[config.mk]
export PLATFORM = sky130hd
export DESIGN_NAME = uart_wb_master
export DESIGN_NICKNAME = d
export VERILOG_FILES = /design/src/rtl/uart_wb_pkg.sv /design/src/rtl/uart_resp_ser.sv /design/src/rtl/uart_wb_master.sv
export SDC_FILE = /design/constraint.sdc
export NUM_CORES = 1
export LEC_CHECK = 0
export CORE_MARGIN = 3
export CORE_UTILIZATION = 49
export CTS_CLUSTER_SIZE = 10
export DETAILED_ROUTE_END_ITERATION = 10
export PLACE_DENSITY = 0.8
export REMOVE_ABC_BUFFERS = 1
export SYNTH_ARGS = -nofsm -noshare
export SYNTH_HDL_FRONTEND = slang
export SYNTH_SLANG_ARGS = --single-unit
[constraint.sdc]
create_clock -name i_clk -period 2.7 [get_ports i_clk]
set_input_delay 0.27 -clock i_clk [delete_from_list [all_inputs] [get_ports i_clk]]
set_output_delay 0.27 -clock i_clk [all_outputs]
set_load 0.02 [all_outputs]
[src/rtl/uart_wb_pkg.sv]
// Shared types and constants for the UART-to-Wishbone debug master:
// command opcodes, response bytes and controller states.
package uart_wb_pkg;

    typedef enum logic [1:0] {
        OP_SETADDR = 2'b00,
        OP_WRITE   = 2'b01,
        OP_READ    = 2'b10,
        OP_NOP     = 2'b11
    } opcode_t;

    localparam logic [7:0] RSP_ADDR = 8'h41;
    localparam logic [7:0] RSP_OK   = 8'h4B;
    localparam logic [7:0] RSP_READ = 8'h52;
    localparam logic [7:0] RSP_ERR  = 8'h45;
    localparam logic [7:0] RSP_TMO  = 8'h54;
    localparam logic [7:0] RSP_NOP  = 8'h4E;

    typedef enum logic [2:0] {
        ST_IDLE,
        ST_BUS_REQ,
        ST_BUS_WAIT,
        ST_TX_LOAD,
        ST_TX_WAIT
    } state_t;

    // Responses are left-aligned in a 40-bit buffer and sent MSB first.
    function automatic logic [39:0] single_rsp(input logic [7:0] b);
        return {b, 32'h0000_0000};
    endfunction

endpackage

[src/rtl/uart_resp_ser.sv]
// Response serializer: takes up to five bytes plus a count and hands them
// one at a time to the UART transmitter, pacing on its busy flag.
module uart_resp_ser
    import uart_wb_pkg::*;
(
    input  logic        i_clk,
    input  logic        i_rst_n,
    input  logic        i_load,
    input  logic [39:0] i_bytes,
    input  logic [2:0]  i_count,
    input  logic        i_tx_busy,
    output logic        o_tx_stb,
    output logic [7:0]  o_tx_byte,
    output logic        o_done
);

    state_t      state_q, state_d;
    logic [39:0] bytes_q, bytes_d;
    logic [2:0]  cnt_q, cnt_d;
    logic        first_q, first_d;

    always_ff @(posedge i_clk or negedge i_rst_n) begin
        if (!i_rst_n) begin
            state_q <= ST_IDLE;
            bytes_q <= '0;
            cnt_q   <= '0;
            first_q <= 1'b0;
        end else begin
            state_q <= state_d;
            bytes_q <= bytes_d;
            cnt_q   <= cnt_d;
            first_q <= first_d;
        end
    end

    // The first TX_WAIT cycle ignores busy so the transmitter has time to raise it.
    always_comb begin
        state_d = state_q;
        bytes_d = bytes_q;
        cnt_d   = cnt_q;
        first_d = first_q;
        case (state_q)
            ST_IDLE: begin
                if (i_load) begin
                    bytes_d = i_bytes;
                    cnt_d   = i_count;
                    state_d = ST_TX_LOAD;
                end
            end
            ST_TX_LOAD: begin
                if (!i_tx_busy) begin
                    bytes_d = {bytes_q[31:0], 8'h00};
                    cnt_d   = cnt_q - 1'b1;
                    first_d = 1'b1;
                    state_d = ST_TX_WAIT;
                end
            end
            ST_TX_WAIT: begin
                if (first_q) begin
                    first_d = 1'b0;
                end else if (!i_tx_busy) begin
                    state_d = (cnt_q != 3'd0) ? ST_TX_LOAD : ST_IDLE;
                end
            end
            default: state_d = ST_IDLE;
        endcase
    end

    always_comb begin
        o_tx_stb  = (state_q == ST_TX_LOAD) && !i_tx_busy;
        o_tx_byte = bytes_q[39:32];
        o_done    = (state_q == ST_TX_WAIT) && !first_q && !i_tx_busy && (cnt_q == 3'd0);
    end

endmodule

[src/rtl/uart_wb_master.sv]
// Wishbone bus master driven by decoded UART commands; returns a response
// byte stream. Define UART_WB_TIMEOUT_EN to abort stuck bus cycles.
module uart_wb_master
    import uart_wb_pkg::*;
#(
    parameter int AW          = 32,
    parameter int DW          = 32,
    parameter int TIMEOUT_CYC = 1023
) (
    input  logic          i_clk,
    input  logic          i_rst_n,
    input  logic          i_cmd_stb,
    input  logic [33:0]   i_cmd_word,
    output logic          o_cmd_busy,
    output logic          o_wb_cyc,
    output logic          o_wb_stb,
    output logic          o_wb_we,
    output logic [AW-1:0] o_wb_addr,
    output logic [DW-1:0] o_wb_data,
    output logic [3:0]    o_wb_sel,
    input  logic          i_wb_stall,
    input  logic          i_wb_ack,
    input  logic          i_wb_err,
    input  logic [DW-1:0] i_wb_data,
    output logic          o_tx_stb,
    output logic [7:0]    o_tx_byte,
    input  logic          i_tx_busy
);

    state_t        state_q, state_d;
    logic [AW-1:0] addr_q, addr_d;
    logic [DW-1:0] data_q, data_d;
    logic          we_q, we_d;
    logic          ser_load;
    logic [39:0]   ser_bytes;
    logic [2:0]    ser_cnt;
    logic          ser_done;
    logic          timeout;
    logic          bus_live;
    opcode_t       cmd_op;

    assign cmd_op = opcode_t'(i_cmd_word[33:32]);
    // A response from the slave only counts once the strobe has been accepted.
    assign bus_live = (state_q == ST_BUS_WAIT) || ((state_q == ST_BUS_REQ) && !i_wb_stall);

`ifdef UART_WB_TIMEOUT_EN
    localparam int TW = $clog2(TIMEOUT_CYC + 1);
    logic [TW-1:0] tmo_q;

    always_ff @(posedge i_clk or negedge i_rst_n) begin
        if (!i_rst_n) begin
            tmo_q <= '0;
        end else if ((state_q == ST_BUS_REQ) || (state_q == ST_BUS_WAIT)) begin
            tmo_q <= tmo_q + 1'b1;
        end else begin
            tmo_q <= '0;
        end
    end

    assign timeout = ((state_q == ST_BUS_REQ) || (state_q == ST_BUS_WAIT)) &&
                     (tmo_q == TW'(TIMEOUT_CYC - 1));
`else
    logic unused_timeout_cyc;
    assign unused_timeout_cyc = (TIMEOUT_CYC == 0);
    assign timeout = 1'b0;
`endif

    always_ff @(posedge i_clk or negedge i_rst_n) begin
        if (!i_rst_n) begin
            state_q <= ST_IDLE;
            addr_q  <= '0;
            data_q  <= '0;
            we_q    <= 1'b0;
        end else begin
            state_q <= state_d;
            addr_q  <= addr_d;
            data_q  <= data_d;
            we_q    <= we_d;
        end
    end

    always_comb begin
        state_d   = state_q;
        addr_d    = addr_q;
        data_d    = data_q;
        we_d      = we_q;
        ser_load  = 1'b0;
        ser_bytes = '0;
        ser_cnt   = 3'd1;
        case (state_q)
            ST_IDLE: begin
                if (i_cmd_stb) begin
                    case (cmd_op)
                        OP_SETADDR: begin
                            addr_d    = i_cmd_word[AW-1:0];
                            ser_load  = 1'b1;
                            ser_bytes = single_rsp(RSP_ADDR);
                            state_d   = ST_TX_LOAD;
                        end
                        OP_NOP: begin
                            ser_load  = 1'b1;
                            ser_bytes = single_rsp(RSP_NOP);
                            state_d   = ST_TX_LOAD;
                        end
                        default: begin
                            data_d  = i_cmd_word[DW-1:0];
                            we_d    = (cmd_op == OP_WRITE);
                            state_d = ST_BUS_REQ;
                        end
                    endcase
                end
            end
            ST_BUS_REQ, ST_BUS_WAIT: begin
                if (bus_live && i_wb_err) begin
                    ser_load  = 1'b1;
                    ser_bytes = single_rsp(RSP_ERR);
                    state_d   = ST_TX_LOAD;
                end else if (bus_live && i_wb_ack) begin
                    addr_d   = addr_q + 1'b1;
                    ser_load = 1'b1;
                    if (we_q) begin
                        ser_bytes = single_rsp(RSP_OK);
                    end else begin
                        ser_bytes = {RSP_READ, i_wb_data};
                        ser_cnt   = 3'd5;
                    end
                    state_d = ST_TX_LOAD;
                end else if (timeout) begin
                    ser_load  = 1'b1;
                    ser_bytes = single_rsp(RSP_TMO);
                    state_d   = ST_TX_LOAD;
                end else if (bus_live) begin
                    state_d = ST_BUS_WAIT;
                end
            end
            ST_TX_LOAD: begin
                if (ser_done) begin
                    state_d = ST_IDLE;
                end
            end
            default: state_d = ST_IDLE;
        endcase
    end

    always_comb begin
        o_wb_cyc   = (state_q == ST_BUS_REQ) || (state_q == ST_BUS_WAIT);
        o_wb_stb   = (state_q == ST_BUS_REQ);
        o_wb_we    = o_wb_cyc && we_q;
        o_wb_sel   = {4{o_wb_stb}};
        o_wb_addr  = addr_q;
        o_wb_data  = data_q;
        o_cmd_busy = (state_q != ST_IDLE);
    end

    uart_resp_ser u_ser (
        .i_clk     (i_clk),
        .i_rst_n   (i_rst_n),
        .i_load    (ser_load),
        .i_bytes   (ser_bytes),
        .i_count   (ser_cnt),
        .i_tx_busy (i_tx_busy),
        .o_tx_stb  (o_tx_stb),
        .o_tx_byte (o_tx_byte),
        .o_done    (ser_done)
    );

endmodule

### Word level (Yosys, flattened, before mapping)

Index checks and enable logic that the tools add are counted.
Widths: inputs -> output; s select.

* equality and inequality tests: 17
* add/subtract/negate cells: 2
* mux-type cells: 41
* bitwise operators: 1
* reductions and logical operators: 30

Operator list (count)
* $mux 40: 4
* $pmux 40 s2: 2
* $mux 32: 4
* $pmux 39 s2: 1
* $pmux 32 s2: 1
* $mux 3: 15
* $mux 39: 1
* $mux 37: 1
* $add 32x1->32 const B: 1
* $pmux 3 s3: 2
* $ne 2x2->1 const B: 8
* $eq 3x2->1 const B: 3
* $logic_not 3->1: 3
* $reduce_and 3->1: 3
* $logic_and 1x1->1: 8
* $pmux 3 s2: 1
* $reduce_bool 2->1: 3
* $reduce_bool 3->1: 2
* $mux 1: 5
* $reduce_and 5->1: 1
* $mux 2: 2
* $ne 4x4->1 const B: 1
* $pmux 1 s2: 2
* $reduce_and 4->1: 1
* other kinds (12): 16

* output and inout bits: 81
* word-level logic and storage cells: 99
* bits of input ports: 73
* register bits after elaboration: 115

### Depth between registers and ports, before layout

* depth in word-level cells: 9
* mapped depth: 10
* depth with buffers taken out: 7

### Cells and area by module

Synthesis repeated with hierarchy kept, for this count alone.

* cells, all modules: 591
* area, all modules: 6707.7 sq um

By module, submodules not included
* uart_wb_master: area an instance 4067.7 sq um, cells an instance 413, times used 1, seq. area each 1676.6 sq um
* uart_resp_ser: area an instance 2640.0 sq um, cells an instance 178, times used 1, seq. area each 1151.1 sq um

### Worst setup path before layout

No wires, ideal clock.

* path type: register -> register
* start: register state_q[1]
* end: register u_ser.bytes_q[17]
* path buffers: 2
* period minus slack after synthesis: 2329 ps
* arrival time: 2205 ps
* data required time: 2575 ps
* library setup time: 125 ps
* cell stages (with the launch flop): 10
* path slack: 371 ps
* path through: dfrtp_1 > inv_1 > ha_1 > nor2b_1 > buf_2 > o221ai_1 > a21oi_1 > a21oi_2 > buf_2 > mux2_2

* cells in the longest elaborated chain, start to end: 9
* elaborated cells between the ends (all ways): 18
* classes of those cells: 3 x eq/ne; 8 x mux; 7 x reduce/logical

RTL lines
* from (decl): RTL line uart_wb_master.sv:30 `state_t state_q, state_d;`
* from (signal assigned): RTL line uart_wb_master.sv:75 `state_q <= state_d;`
* $eq 3x1->1 (*)
* via o_wb_stb: RTL line uart_wb_master.sv:16 `output logic o_wb_stb,`
* $logic_and 1x1->1: RTL line uart_wb_master.sv:44 `assign bus_live = (state_q == ST_BUS_WAIT) || ((state_q == ST_BUS_REQ) && !i_wb_stall);`
* $logic_or 1x1->1: RTL line uart_wb_master.sv:44
* $logic_and 1x1->1: RTL line uart_wb_master.sv:118 `end else if (bus_live && i_wb_ack) begin`
* $mux 40 / $mux 1 (equally long branches): RTL line uart_wb_master.sv:118
* $mux 40 / $mux 1 (equally long branches): RTL line uart_wb_master.sv:114 `if (bus_live && i_wb_err) begin`
* $pmux 40 s2 / $pmux 1 s2 (equally long branches): RTL line uart_wb_master.sv:90 `case (state_q)`
* $mux 40 / $ne 2x2->1 (equally long branches)
* $pmux 40 s2 / $reduce_and 3->1 (equally long branches)
* to (signal assigned): RTL line uart_resp_ser.sv:30 `bytes_q <= bytes_d;`
* to (decl): RTL line uart_resp_ser.sv:18 `logic [39:0] bytes_q, bytes_d;`

The timed path passes the listed nets; every way through them passes the cells marked *. The select of a mux whose other input is x is not followed.
A chain may end at the register's enable or synchronous reset.

### Worst setup path in the final report

* start: register state_q[1]
* end: output o_wb_cyc

* cells in the longest elaborated chain, start to end: 2
* elaborated cells between the ends (all ways): 3
* classes of those cells: 2 x eq/ne; 1 x reduce/logical

RTL lines
* $eq 3x1->1 / $eq 3x2->1 (equally long branches): RTL line uart_wb_master.sv:146 `o_wb_cyc = (state_q == ST_BUS_REQ) || (state_q == ST_BUS_WAIT);`
* $logic_or 1x1->1 (*): RTL line uart_wb_master.sv:146
* to (decl): RTL line uart_wb_master.sv:15 `output logic o_wb_cyc,`

Mark *: on every way between the ends. The rest lies on a longest branch, timed or not.

==> impl_metrics.env <==
export IMPL_p_sw_mw=3.88
export IMPL_whs_endpoint="u_ser.bytes_q[7]$_DFFE_PN0P_"
export IMPL_rsz0062_at_grt="no"
export IMPL_cp_top_family="buffers and inverters"
export IMPL_clock_latency_ns=0.42
export IMPL_antenna_found_initial=0
export IMPL_pin_count=154
export IMPL_grt_pass1_wl_mm=24.7
export IMPL_post_place_ws_ns=0.0400
export IMPL_power_density_mw_per_mm2=1220
export IMPL_r2r_worst_path_cells=8
export IMPL_vias=4941
export IMPL_cp_max_fo=19
export IMPL_synthesis_instances=546
export IMPL_synthArstFlopShare_pct=100
export IMPL_port_buffers=153
export IMPL_area_growth_synth_to_final_pct=39.6
export IMPL_post_route_period_util_pct=95.7
export IMPL_dp_hpwl_mm=10.8
export IMPL_grt_max_degree=60
export IMPL_timing_final_ws_setup_ns=0.117
export IMPL_clockPowerShare_pct=22.3
export IMPL_r2r_end="o_wb_addr[8]$_DFFE_PN0P_"
export IMPL_slowest_delay_ns=0.65
export IMPL_fmax_mhz=387
export IMPL_slew_violations=0
export IMPL_ant_nets=0
export IMPL_whs_path_depth=3
export IMPL_start_util_pct=50.9
export IMPL_power_leakage_nw=3.58
export IMPL_dieArea_sq_mm=0.0134
export IMPL_final_area_sq_mm=0.00823
export IMPL_setup_viol_count_final=0
export IMPL_outcome="complete, no violations"
export IMPL_swShare_pct=38.6
export IMPL_crit_reg2reg_launch="state_q[1]$_DFFE_PN0P_"
export IMPL_nets=783
export IMPL_drt_pass1_iter_count=5
export IMPL_finalHoldViolCount=0
export IMPL_die_w_microns=116
export IMPL_root_buffer="clkbuf_16"
export IMPL_final_core_util_pct=71.1
export IMPL_cts_max_level=4
export IMPL_ir_drop_uv=631
export IMPL_crit_slowest_cell="clkdlybuf4s50_1"
export IMPL_start_kind="flip-flop"
export IMPL_min_period_ns=2.58
export IMPL_cp_required_ns=2.43
export IMPL_maxCapViolations=0
export IMPL_drt_iter0_markers=291
export IMPL_worstPathArrival_ns=2.31
export IMPL_placed_cell_area_sq_mm=0.00757
export IMPL_num_antenna_cells=0
export IMPL_die_h_microns=116
export IMPL_ys_seq_area_share_pct=48.0
export IMPL_seq_power_share_pct=28.0
export IMPL_hp_class="in -> reg"
export IMPL_skew_ns=0.00913
export IMPL_first_global_vias=5028
export IMPL_synth_edf_count=0
export IMPL_drive_gt1_share_pct=17.6
export IMPL_grt_total_usage_pct=23.4
export IMPL_multi_input_comb_area_sq_mm=0.00278
export IMPL_r2r_slack_ns=0.21
export IMPL_internal_power_mw=6.16
export IMPL_nFillCells=854
export IMPL_yosysWarningCount=0
export IMPL_drc=0
export IMPL_vias_per_cell=5.79
export IMPL_end_kind="output port"
export IMPL_clkSinkCount=113
export IMPL_critical_path_class="reg -> out"
export IMPL_p_comb_share_pct=49.6
export IMPL_cts_buffers_inserted=17
export IMPL_synth_cell_type_count=61
export IMPL_gp_congestion=0.831
export IMPL_cts_tree="yes"
export IMPL_clockBufferDepth=2
export IMPL_syn_cell_area_sq_mm=0.00589
export IMPL_synth_flop_cell="dfrtp_1"
export IMPL_cp_num_buf_inv=3
export IMPL_wl_per_cell_microns=17.9
export IMPL_tightest_slew_ns=0.718
export IMPL_synth_seq_cells=113
export IMPL_clkSlewWorstSetupHoldPaths_ns=0.05
export IMPL_timing_slew_headroom_pct=52.1
export IMPL_rows=39
export IMPL_routed_wl_mm=15.3
export IMPL_core_area_sq_mm=0.0116
export IMPL_hold_start="i_wb_data[7]"
export IMPL_register_area_sq_mm=0.00283
export IMPL_syn_avg_cell_area_sq_um=10.8
export IMPL_cp_cell_sequence="inv_1 -> ha_2 -> buf_4 -> clkdlybuf4s50_1"
export IMPL_grt_remaining_overflow=0
layout by cell type, fill, tap and decap left out, types with 4 or more instances in the layout:
cell type,instances
ha_1,11
clkbuf_16,17
o31ai_1,5
a22oi_1,6
or3_1,6
nand4_1,8
nand2_1,41
buf_12,4
nand3_1,15
inv_1,22
nor3_1,8
dfrtp_1,113
buf_4,20
o21ai_0,22
a22o_1,28
o211ai_1,4
mux2i_1,19
clkdlybuf4s50_1,152
nand2b_1,4
a221o_1,4
and3_1,6
mux2_2,60
nor4_1,5
a21oi_1,34
o22ai_1,9
clkbuf_1,7
nor2_1,15
nor2b_1,5
state kept, by name, indices dropped and copies added, names as in the netlist:
name,cells
o_wb_addr,32
o_wb_data,32
state_q,2
u_ser.bytes_q,40
u_ser.cnt_q,3
u_ser.first_q,1
u_ser.state_q,2
we_q,1
synth_stat cells (2+ instances only):
| cell type | count | share of area [%] |
|---|---|---|
| a21boi_0 | 2 | 0.25 |
| nand3_1 | 16 | 1.4 |
| ha_1 | 12 | 2.5 |
| nor2_1 | 16 | 1.0 |
| or4_1 | 3 | 0.38 |
| or3_1 | 6 | 0.64 |
| nor4_1 | 5 | 0.53 |
| mux2i_1 | 19 | 3.2 |
| buf_2 | 10 | 0.85 |
| buf_4 | 12 | 1.5 |
| o311ai_0 | 2 | 0.30 |
| dfrtp_1 | 113 | 48 |
| a22oi_1 | 6 | 0.76 |
| nand2_1 | 41 | 2.6 |
| a221o_1 | 4 | 0.68 |
| nand2b_1 | 4 | 0.42 |
| a311oi_1 | 3 | 0.45 |
| o21ai_0 | 22 | 1.9 |
| o2bb2ai_1 | 2 | 0.30 |
| mux2_2 | 60 | 11 |
| a41oi_1 | 3 | 0.45 |
| mux2_1 | 2 | 0.38 |
| inv_1 | 22 | 1.4 |
| o22ai_1 | 9 | 0.96 |
| a221oi_1 | 2 | 0.30 |
| o211ai_1 | 4 | 0.51 |
| o31ai_1 | 5 | 0.64 |
| nor3_2 | 2 | 0.34 |
| nor3_1 | 8 | 0.68 |
| o221ai_1 | 2 | 0.30 |
| a22o_1 | 28 | 4.2 |
| a21bo_2 | 2 | 0.34 |
| and4_1 | 2 | 0.30 |
| a21oi_1 | 34 | 2.9 |
| nor2b_1 | 6 | 0.64 |
| nand4_1 | 8 | 0.85 |
| clkbuf_2 | 2 | 0.17 |
| and3_1 | 6 | 0.64 |
| clkbuf_1 | 19 | 1.2 |
per-layer routing:
layer  vias to the layer above  track usage [%]  part of all wire, %
met3                        18             6.58                  7.2
met1                      2416             28.7                   42
met4                         0             7.97                  1.6
met5                         -                0                    0
li1                       2330                -                    -
met2                       177             40.0                   49
final cells by class:
type                    instances  area share, %
multi-input cells             366           33.8
clock buffers                  27           5.99
well taps                     143           2.18
repair buffers                177           21.4
flip-flops and latches        113           34.4
inverters                      23           1.05
clock inverters                 5           1.22
power groups by stage:
stage	Combinational [mW]	Sequential, mW	Clock, mW
4_1_cts	4.91	2.81	2.28
3_3_place_gp	4.74	2.78	0
5_1_grt	5.37	2.90	2.35
2_1_floorplan	2.31	3.29	0
3_5_place_dp	4.88	2.83	0
6_report	4.98	2.81	2.24
kinds of logic (layout without fill, tap and decap cells):
| logic type | Yosys count | count (layout) | share of synthesized area (%) |
|---|---|---|---|
| compound gates | 141 | 141 | 16.9 |
| mux | 81 | 81 | 15.1 |
| simple gates | 132 | 132 | 12.2 |
| flops | 113 | 113 | 48.0 |
| buf+inv | 67 | 232 | 5.29 |
| fa+ha+maj | 12 | 12 | 2.55 |
worst reg2reg max path: cells and delay by family (launching register included):
family	cells	cell delay (ns)
and+or+nand+nor	2	0.80
AOI/OAI and AO/OA	3	0.45
adders and majority gates	1	0.44
DFF	1	0.41
buffers and inverters	2	0.33
through the flow:
stage / power [mW] / hold slack, ns / setup TNS [ns] / std cells
after detailed placement: 7.71 / 0.369 / 0 / 815
after global placement: 7.52 / 0.364 / 0 / 815
after floorplan: 5.61 / -0.0256 / -43.59 / 502
after global routing: 10.6 / 0.393 / 0 / 854
after CTS: 10.0 / 0.381 / 0 / 848
final: 10.0 / 0.394 / 0 / 854
worst max path at each step:
stage	slack, ns	to	from	depth (start not counted)
after detailed placement	0.04	u_ser.bytes_q[10]$_DFFE_PN0P_	i_cmd_word[32]	8
after CTS	0.06	o_wb_cyc	state_q[1]$_DFFE_PN0P_	4
after floorplan	-0.89	u_ser.bytes_q[10]$_DFFE_PN0P_	state_q[1]$_DFFE_PN0P_	7
after global placement	0.11	u_ser.bytes_q[25]$_DFFE_PN0P_	i_cmd_word[32]	8
final	0.12	o_wb_cyc	state_q[1]$_DFFE_PN0P_	4
after global routing	0.03	o_wb_cyc	state_q[1]$_DFFE_PN0P_	4
repair_timing:
| item | 4_1_cts | 5_1_grt |
|---|---|---|
| setup buffers | 0 | 6 |
| hold buffers | 1 | 0 |
| endpoints found under the hold margin | 54 | 0 |
| resized for setup | 0 | 2 |
| endpoints found under the setup margin | 0 | 24 |
No activity file was read; power rests on OpenSTA's default activity.
